### config.mk
export PLATFORM = sky130hd
export DESIGN_NAME = alu_wb_stage
export DESIGN_NICKNAME = d
export VERILOG_FILES = /design/src/rtl/alu_wb_stage.sv
export SDC_FILE = /design/constraint.sdc
export NUM_CORES = 1
export LEC_CHECK = 0
export ABC_AREA = 1
export BUFFER_PORTS_ARGS = -buffer_cell sky130_fd_sc_hd__buf_2
export CORE_ASPECT_RATIO = 1.2
export CORE_MARGIN = 2
export CORE_UTILIZATION = 54
export CTS_BUF_LIST = sky130_fd_sc_hd__clkbuf_16
export DETAILED_ROUTE_END_ITERATION = 12
export PLACE_DENSITY = 0.79
export SLEW_MARGIN = 0
export SYNTH_ARGS = -nofsm -noshare
export SYNTH_HDL_FRONTEND = slang
export SYNTH_SLANG_ARGS = --single-unit
### constraint.sdc
create_clock -name clk -period 4.03 [get_ports clk]
set_input_delay 0.2015 -clock clk [delete_from_list [all_inputs] [get_ports clk]]
set_output_delay 0.2015 -clock clk [all_outputs]
set_load 0.05 [all_outputs]
### src/rtl/alu_wb_stage.sv
// alu_wb_stage: execute->writeback skid FIFO between the ALU and the register file.
// Holds {alu, z, v, n, rc, we} entries with valid/ready on both sides. It keeps the
// architectural ZVN flag register and a count of retired results.
// Optional feature: define ALU_WB_FWD_EN to add head-entry operand forwarding
// outputs (fwd_valid, fwd_rc, fwd_data) for the decode stage.
module alu_wb_stage #(
  parameter int unsigned DEPTH    = 2,
  parameter int unsigned ZERO_REG = 31
) (
  input  logic        clk,
  input  logic        rst_n,
  input  logic        ex_valid,
  output logic        ex_ready,
  input  logic [31:0] ex_alu,
  input  logic        ex_z,
  input  logic        ex_v,
  input  logic        ex_n,
  input  logic [4:0]  ex_rc,
  input  logic        ex_we,
  output logic        wb_valid,
  input  logic        wb_ready,
  output logic [31:0] wb_data,
  output logic [4:0]  wb_rc,
  output logic        wb_we,
  output logic [2:0]  flags_zvn,
  output logic [31:0] retire_cnt
`ifdef ALU_WB_FWD_EN
  ,
  output logic        fwd_valid,
  output logic [4:0]  fwd_rc,
  output logic [31:0] fwd_data
`endif
);

  localparam int unsigned PW = (DEPTH > 1) ? $clog2(DEPTH) : 1;
  localparam int unsigned CW = PW + 1;

  typedef struct packed {
    logic [31:0] alu;
    logic        z;
    logic        v;
    logic        n;
    logic [4:0]  rc;
    logic        we;
  } entry_t;

  entry_t          mem_q [DEPTH];
  logic [PW-1:0]   wr_ptr_q, wr_ptr_d;
  logic [PW-1:0]   rd_ptr_q, rd_ptr_d;
  logic [CW-1:0]   count_q, count_d;
  logic [2:0]      flags_q, flags_d;
  logic [31:0]     retire_cnt_q, retire_cnt_d;
  logic            push, pop;
  entry_t          head;
  entry_t          in_entry;

  // Handshakes depend only on registered occupancy, so no input reaches an output combinationally.
  assign ex_ready = (count_q != CW'(DEPTH));
  assign wb_valid = (count_q != '0);
  assign push     = ex_valid && ex_ready;
  assign pop      = wb_valid && wb_ready;

  assign head     = mem_q[rd_ptr_q];
  assign in_entry = '{alu: ex_alu, z: ex_z, v: ex_v, n: ex_n, rc: ex_rc, we: ex_we};

  assign wb_data    = head.alu;
  assign wb_rc      = head.rc;
  assign wb_we      = head.we && (head.rc != 5'(ZERO_REG));
  assign flags_zvn  = flags_q;
  assign retire_cnt = retire_cnt_q;

`ifdef ALU_WB_FWD_EN
  assign fwd_valid = wb_valid && wb_we;
  assign fwd_rc    = wb_rc;
  assign fwd_data  = wb_data;
`endif

  // Next-state for pointers, occupancy, flags and retire counter.
  always_comb begin
    wr_ptr_d     = wr_ptr_q;
    rd_ptr_d     = rd_ptr_q;
    count_d      = count_q;
    flags_d      = flags_q;
    retire_cnt_d = retire_cnt_q;
    if (push) begin
      wr_ptr_d = wr_ptr_q + PW'(1);
    end
    if (pop) begin
      rd_ptr_d     = rd_ptr_q + PW'(1);
      flags_d      = {head.z, head.v, head.n};
      retire_cnt_d = retire_cnt_q + 32'd1;
    end
    case ({push, pop})
      2'b10:   count_d = count_q + CW'(1);
      2'b01:   count_d = count_q - CW'(1);
      default: count_d = count_q;
    endcase
  end

  // Control state with asynchronous reset; buffered payload is left untouched by reset.
  always_ff @(posedge clk or negedge rst_n) begin
    if (!rst_n) begin
      wr_ptr_q     <= '0;
      rd_ptr_q     <= '0;
      count_q      <= '0;
      flags_q      <= '0;
      retire_cnt_q <= '0;
    end else begin
      wr_ptr_q     <= wr_ptr_d;
      rd_ptr_q     <= rd_ptr_d;
      count_q      <= count_d;
      flags_q      <= flags_d;
      retire_cnt_q <= retire_cnt_d;
    end
  end

  // Payload storage, written at the tail on every accepted push.
  always_ff @(posedge clk) begin
    if (push) begin
      mem_q[wr_ptr_q] <= in_entry;
    end
  end

endmodule
### Yosys cells after proc, flatten, opt, wreduce, memory -nomap -nowiden

Memory sizes are Yosys's and may differ from the RTL's.
Index checks and enable logic that the tools add are counted.
W data, S select, Z words.

* flip-flop bits (word level): 39
* bits in latches: 0
* bits in writable memories: 82
* bits in read-only memories: 0
* bits of input ports: 45
* output and inout bits: 75
* logic and storage cells: 23
* memories kept: 1

* $add $sub $neg: 5
* $mul: 0
* divide/modulo/power cells: 0
* magnitude comparators: 0
* equality and inequality tests: 4
* shift operators: 0
* mux-type cells: 3
* bitwise operators: 0
* reduce and logical (&&, ||, !) cells: 5

Memory list
* mem_q: words 2, bits a word 41, rd ports 1, clocked after memory_dff 0, wr ports 1, line 47 `entry_t mem_q [DEPTH];`

Operators by type and width (number)
* $add A32 B1 Y32 const B: 1
* $ne A5 B5 Y1 const B: 1
* $pmux W2 S2: 1
* $reduce_bool A2 Y1: 2
* $logic_and A1 B1 Y1: 3
* $add A1 B1 Y1 const B: 2
* $add A2 B1 Y2 const B: 1
* $eq A2 B1 Y1 const B: 1
* $eq A2 B2 Y1 const B: 1
* $mux W1: 2
* $ne A2 B2 Y1 const B: 1
* $sub A2 B1 Y2 const B: 1

### Longest topological paths before layout

* word-level depth: 4
* depth in mapped cells: 9
* gate-level depth less buffers: 9

### Worst setup path after synthesis

No wires, ideal clock.

* path type: register to register
* start: reg count_q[0]
* end: mem mem_q[1][0] (netlist name) (enable)
* library setup time: 441 ps
* data arrival time: 2773 ps
* data required time: 3589 ps
* setup slack: 816 ps
* cell stages (with the launch flop): 5
* path buffers: 0
* period minus slack after synthesis: 3214 ps
* cells stage by stage: dfrtp_1 -> inv_1 -> nand2_1 -> nand2_1 -> nor2_1

* word-level cells in the longest chain between the ends: 4

Ends and longest elaborated chain
* start, declared: line 50 `logic [CW-1:0] count_q, count_d;`
* start signal, assigned: line 111 `count_q <= count_d;`
* $ne A2 B2 Y1: line 58 `assign ex_ready = (count_q != CW'(DEPTH));`
* named net ex_ready: line 13 `output logic ex_ready,`
* $logic_and A1 B1 Y1: line 60 `assign push = ex_valid && ex_ready;`
* $mux W1: line 119 `if (push) begin`
* $mux W1 (not written as such): line 120 `mem_q[wr_ptr_q] <= in_entry;`
* end, declared: line 47

The timed path passes the listed nets, and every way through them passes these cells.

### Final worst setup path

* start: reg rd_ptr_q
* end: out wb_we

* word-level cells in the longest chain between the ends: 3

Ends and longest elaborated chain
* start, declared: line 49 `logic [PW-1:0] rd_ptr_q, rd_ptr_d;`
* start signal, assigned: line 110 `rd_ptr_q <= rd_ptr_d;`
* $mem_v2 Z2 W41 *
* $ne A5 B5 Y1: line 68 `assign wb_we = head.we && (head.rc != 5'(ZERO_REG));`
* $logic_and A1 B1 Y1 *: line 68
* end, declared: line 24 `output logic wb_we,`

Mark *: on every way between the ends. The rest lies on a longest branch, timed or not.

==> flow_metrics.tcl <==
set metrics [dict create \
    grt_pass1_wl_mm 19.2 \
    synthTopCellsByCount "nand2_1, edfxtp_1, dfrtp_1" \
    clkLatencyLatePin_ns 0.41 \
    drc 0 \
    setup-tns-final_ns 0 \
    num_vias 4039 \
    worstHoldPathType "input pin to flip-flop" \
    die_area_um2 10900 \
    leakagePower_nw 3.06 \
    startpoint "rd_ptr_q" \
    groute.usage.overall_pct 23.6 \
    switchingPower_mw 2.31 \
    synth_cell_type_count 31 \
    power.density_nw_per_um2 759 \
    switching_share_pct 44.4 \
    hold_buffers 42 \
    gp_congestion 0.806 \
    grt_max_degree 44 \
    netlist_area_um2 5440 \
    p_comb_share_pct 38.7 \
    first_global_vias 4063 \
    yosysSeqAreaShare_pct 63.2 \
    rows 40 \
    port_buffers 119 \
    hold_end "wr_ptr_q" \
    ant_nets 0 \
    hold_viol 0 \
    critPathCaptureType "output pin" \
    areaGrowthSynthToFinish_pct 26.3 \
    clkSlewWorstSetupHoldPaths_ns 0.06 \
    fin_crit_sh_pct 61.7 \
    clock.fmax_mhz 402 \
    first_pass_iters 5 \
    via_per_inst 5.13 \
    crit_path_start_kind "flip-flop" \
    wl_mm 12.1 \
    fin_util_pct 69.3 \
    synth-seq-cells 121 \
    cts_resized 0 \
    synthFlopType "edfxtp_1" \
    synth_top_area_share_pct 45.3 \
    p_seq_share_pct 33.6 \
    synth_top_area_cell "edfxtp_1" \
    fp.dieW_um 95.6 \
    dp_slack_ns 1.95 \
    cts_sinks 121 \
    worstMarginPinSlew_ns 1.21 \
    drive_gt1_share_pct 27.2 \
    slew_violations 0 \
    cts_tree "yes" \
    ys_warn_count 0 \
    numCtsBuffers 17 \
    criticalPathCategory "flip-flop to output pin" \
    rsz0062_at_grt "no" \
    synthMostInstantiatedCell "nand2_1" \
    start_util_pct 54.9 \
    overflow 0 \
    path_max_fanout 43 \
    maxCapViolCount 0 \
    die_h_um 114 \
    cts_buffer_depth 2 \
    htreeDepth 4 \
    nets 696 \
    placed_area_um2 5880 \
    holdPathStages 3 \
    power.share.clock_pct 27.7 \
    finalSetupViolations 0 \
    vdd_drop_max_mv 0.570 \
    ioPinCount 120 \
    p_int_mw 2.90 \
    critPathArrivalTime_ns 2.28 \
    reg2reg_depth 4 \
    drt_iter0_markers 231 \
    synth_edf_count 82 \
    setup_ws_ns 1.54 \
    worst-r2r-setup-slack_ns 1.94 \
    slew_headroom_pct 18.8 \
    synth_area_leaders "edfxtp_1, dfrtp_1, nand2_1" \
    required_ns 3.83 \
    p_total_mw 5.22 \
    detailed_place_hpwl_mm 7.14 \
    cts_root_buffer "clkbuf_16" \
    status "completed" \
    antenna_cells 0 \
    cts_setup_buffers 0 \
    fin_skew_ns 0.00989 \
    syn-num-nets 562 \
    avgSynthCellArea_um2 10.6 \
    async_flop_share_pct 32.2 \
    antenna_found_initial 0 \
    core_area_um2 9910 \
    r2r_start "count_q[0]" \
    finalInstanceArea_um2 6870 \
    timing.rr.end "mem_q[1][30]" \
    wire_per_inst_um 15.4 \
    hold_start "ex_valid" \
    fin_crit_ns 2.49 \
    netlist_instances 515 \
]
sequential cells by signal, indices dropped and copies added (netlist names):
name        cells
mem_q          82
retire_cnt     32
count_q         2
rd_ptr_q        1
flags_zvn       3
wr_ptr_q        1
per-stage QoR:
stage	instances	hold slack (ns)
after floorplan	515	-0.0941
after global placement	714	0.364
final	787	0.0699
after CTS	787	0.0583
after global routing	787	0.121
after detailed placement	714	0.382
layout by cell type (no fill, tap or decap), drive strengths merged:
cell type	count
a21oi	4
a31oi	3
and2	1
buf	121
bufinv	1
clkbuf	17
clkinv	3
clkinvlp	3
dfrtp	39
dlygate4sd3	42
edfxtp	82
ha	2
inv	42
nand2	193
nand3	22
nand3b	1
nand4	13
nor2	42
nor2b	1
nor3	4
o21ai	4
o21bai	1
xnor2	12
xor2	8
critical path, cell delays in order, from the launching register on:
cell and delay, ns:
dfrtp_1 0.32, buf_4 0.39, inv_1 0.09, buf_4 0.29, nand2_1 0.10, nand2_1 0.06, nand4_1 0.10, a21oi_1 0.05
a21oi_1 0.15, buf_2 0.30
worst max-delay path by stage:
stage	endpoint	slack, ns	cells after the start
6_report	wb_we	1.54	9
5_1_grt	wb_we	1.42	9
4_1_cts	wb_we	1.53	9
3_5_place_dp	mem_q[1][11]	1.95	4
3_3_place_gp	mem_q[1][11]	2.02	4
2_1_floorplan	mem_q[1][0]	0.82	4
power by group through the flow:
stage	sequential [mW]	combinational, mW	clock (mW)
after floorplan	1.93	1.62	0
after CTS	1.75	2.00	1.45
after global placement	1.76	1.93	0
after detailed placement	1.77	1.96	0
after global routing	1.78	2.13	1.53
final	1.75	2.02	1.44
per-layer routing:
metal	part of all wire (%)	GRT usage (%)
met2	53	40.9
met5	0	0
met1	37	26.8
met4	1.9	8.86
met3	7.9	7.53
cell families after synthesis:
group	share of synthesized area [%]
buf+inv	8.63
fa+ha+maj	0.460
flops	63.2
compound gates	1.22
xor+xnor	3.22
simple gates	23.3
cell type report:
type	instances	area, um^2
sequential	121	3440
fill	714	3040
multi-input combinational	311	1550
timing repair buffer	163	1030
clock buffer	17	425
tap	126	158
clock inverter	14	139
inverter	35	131
(Power assumes the default switching activity.)
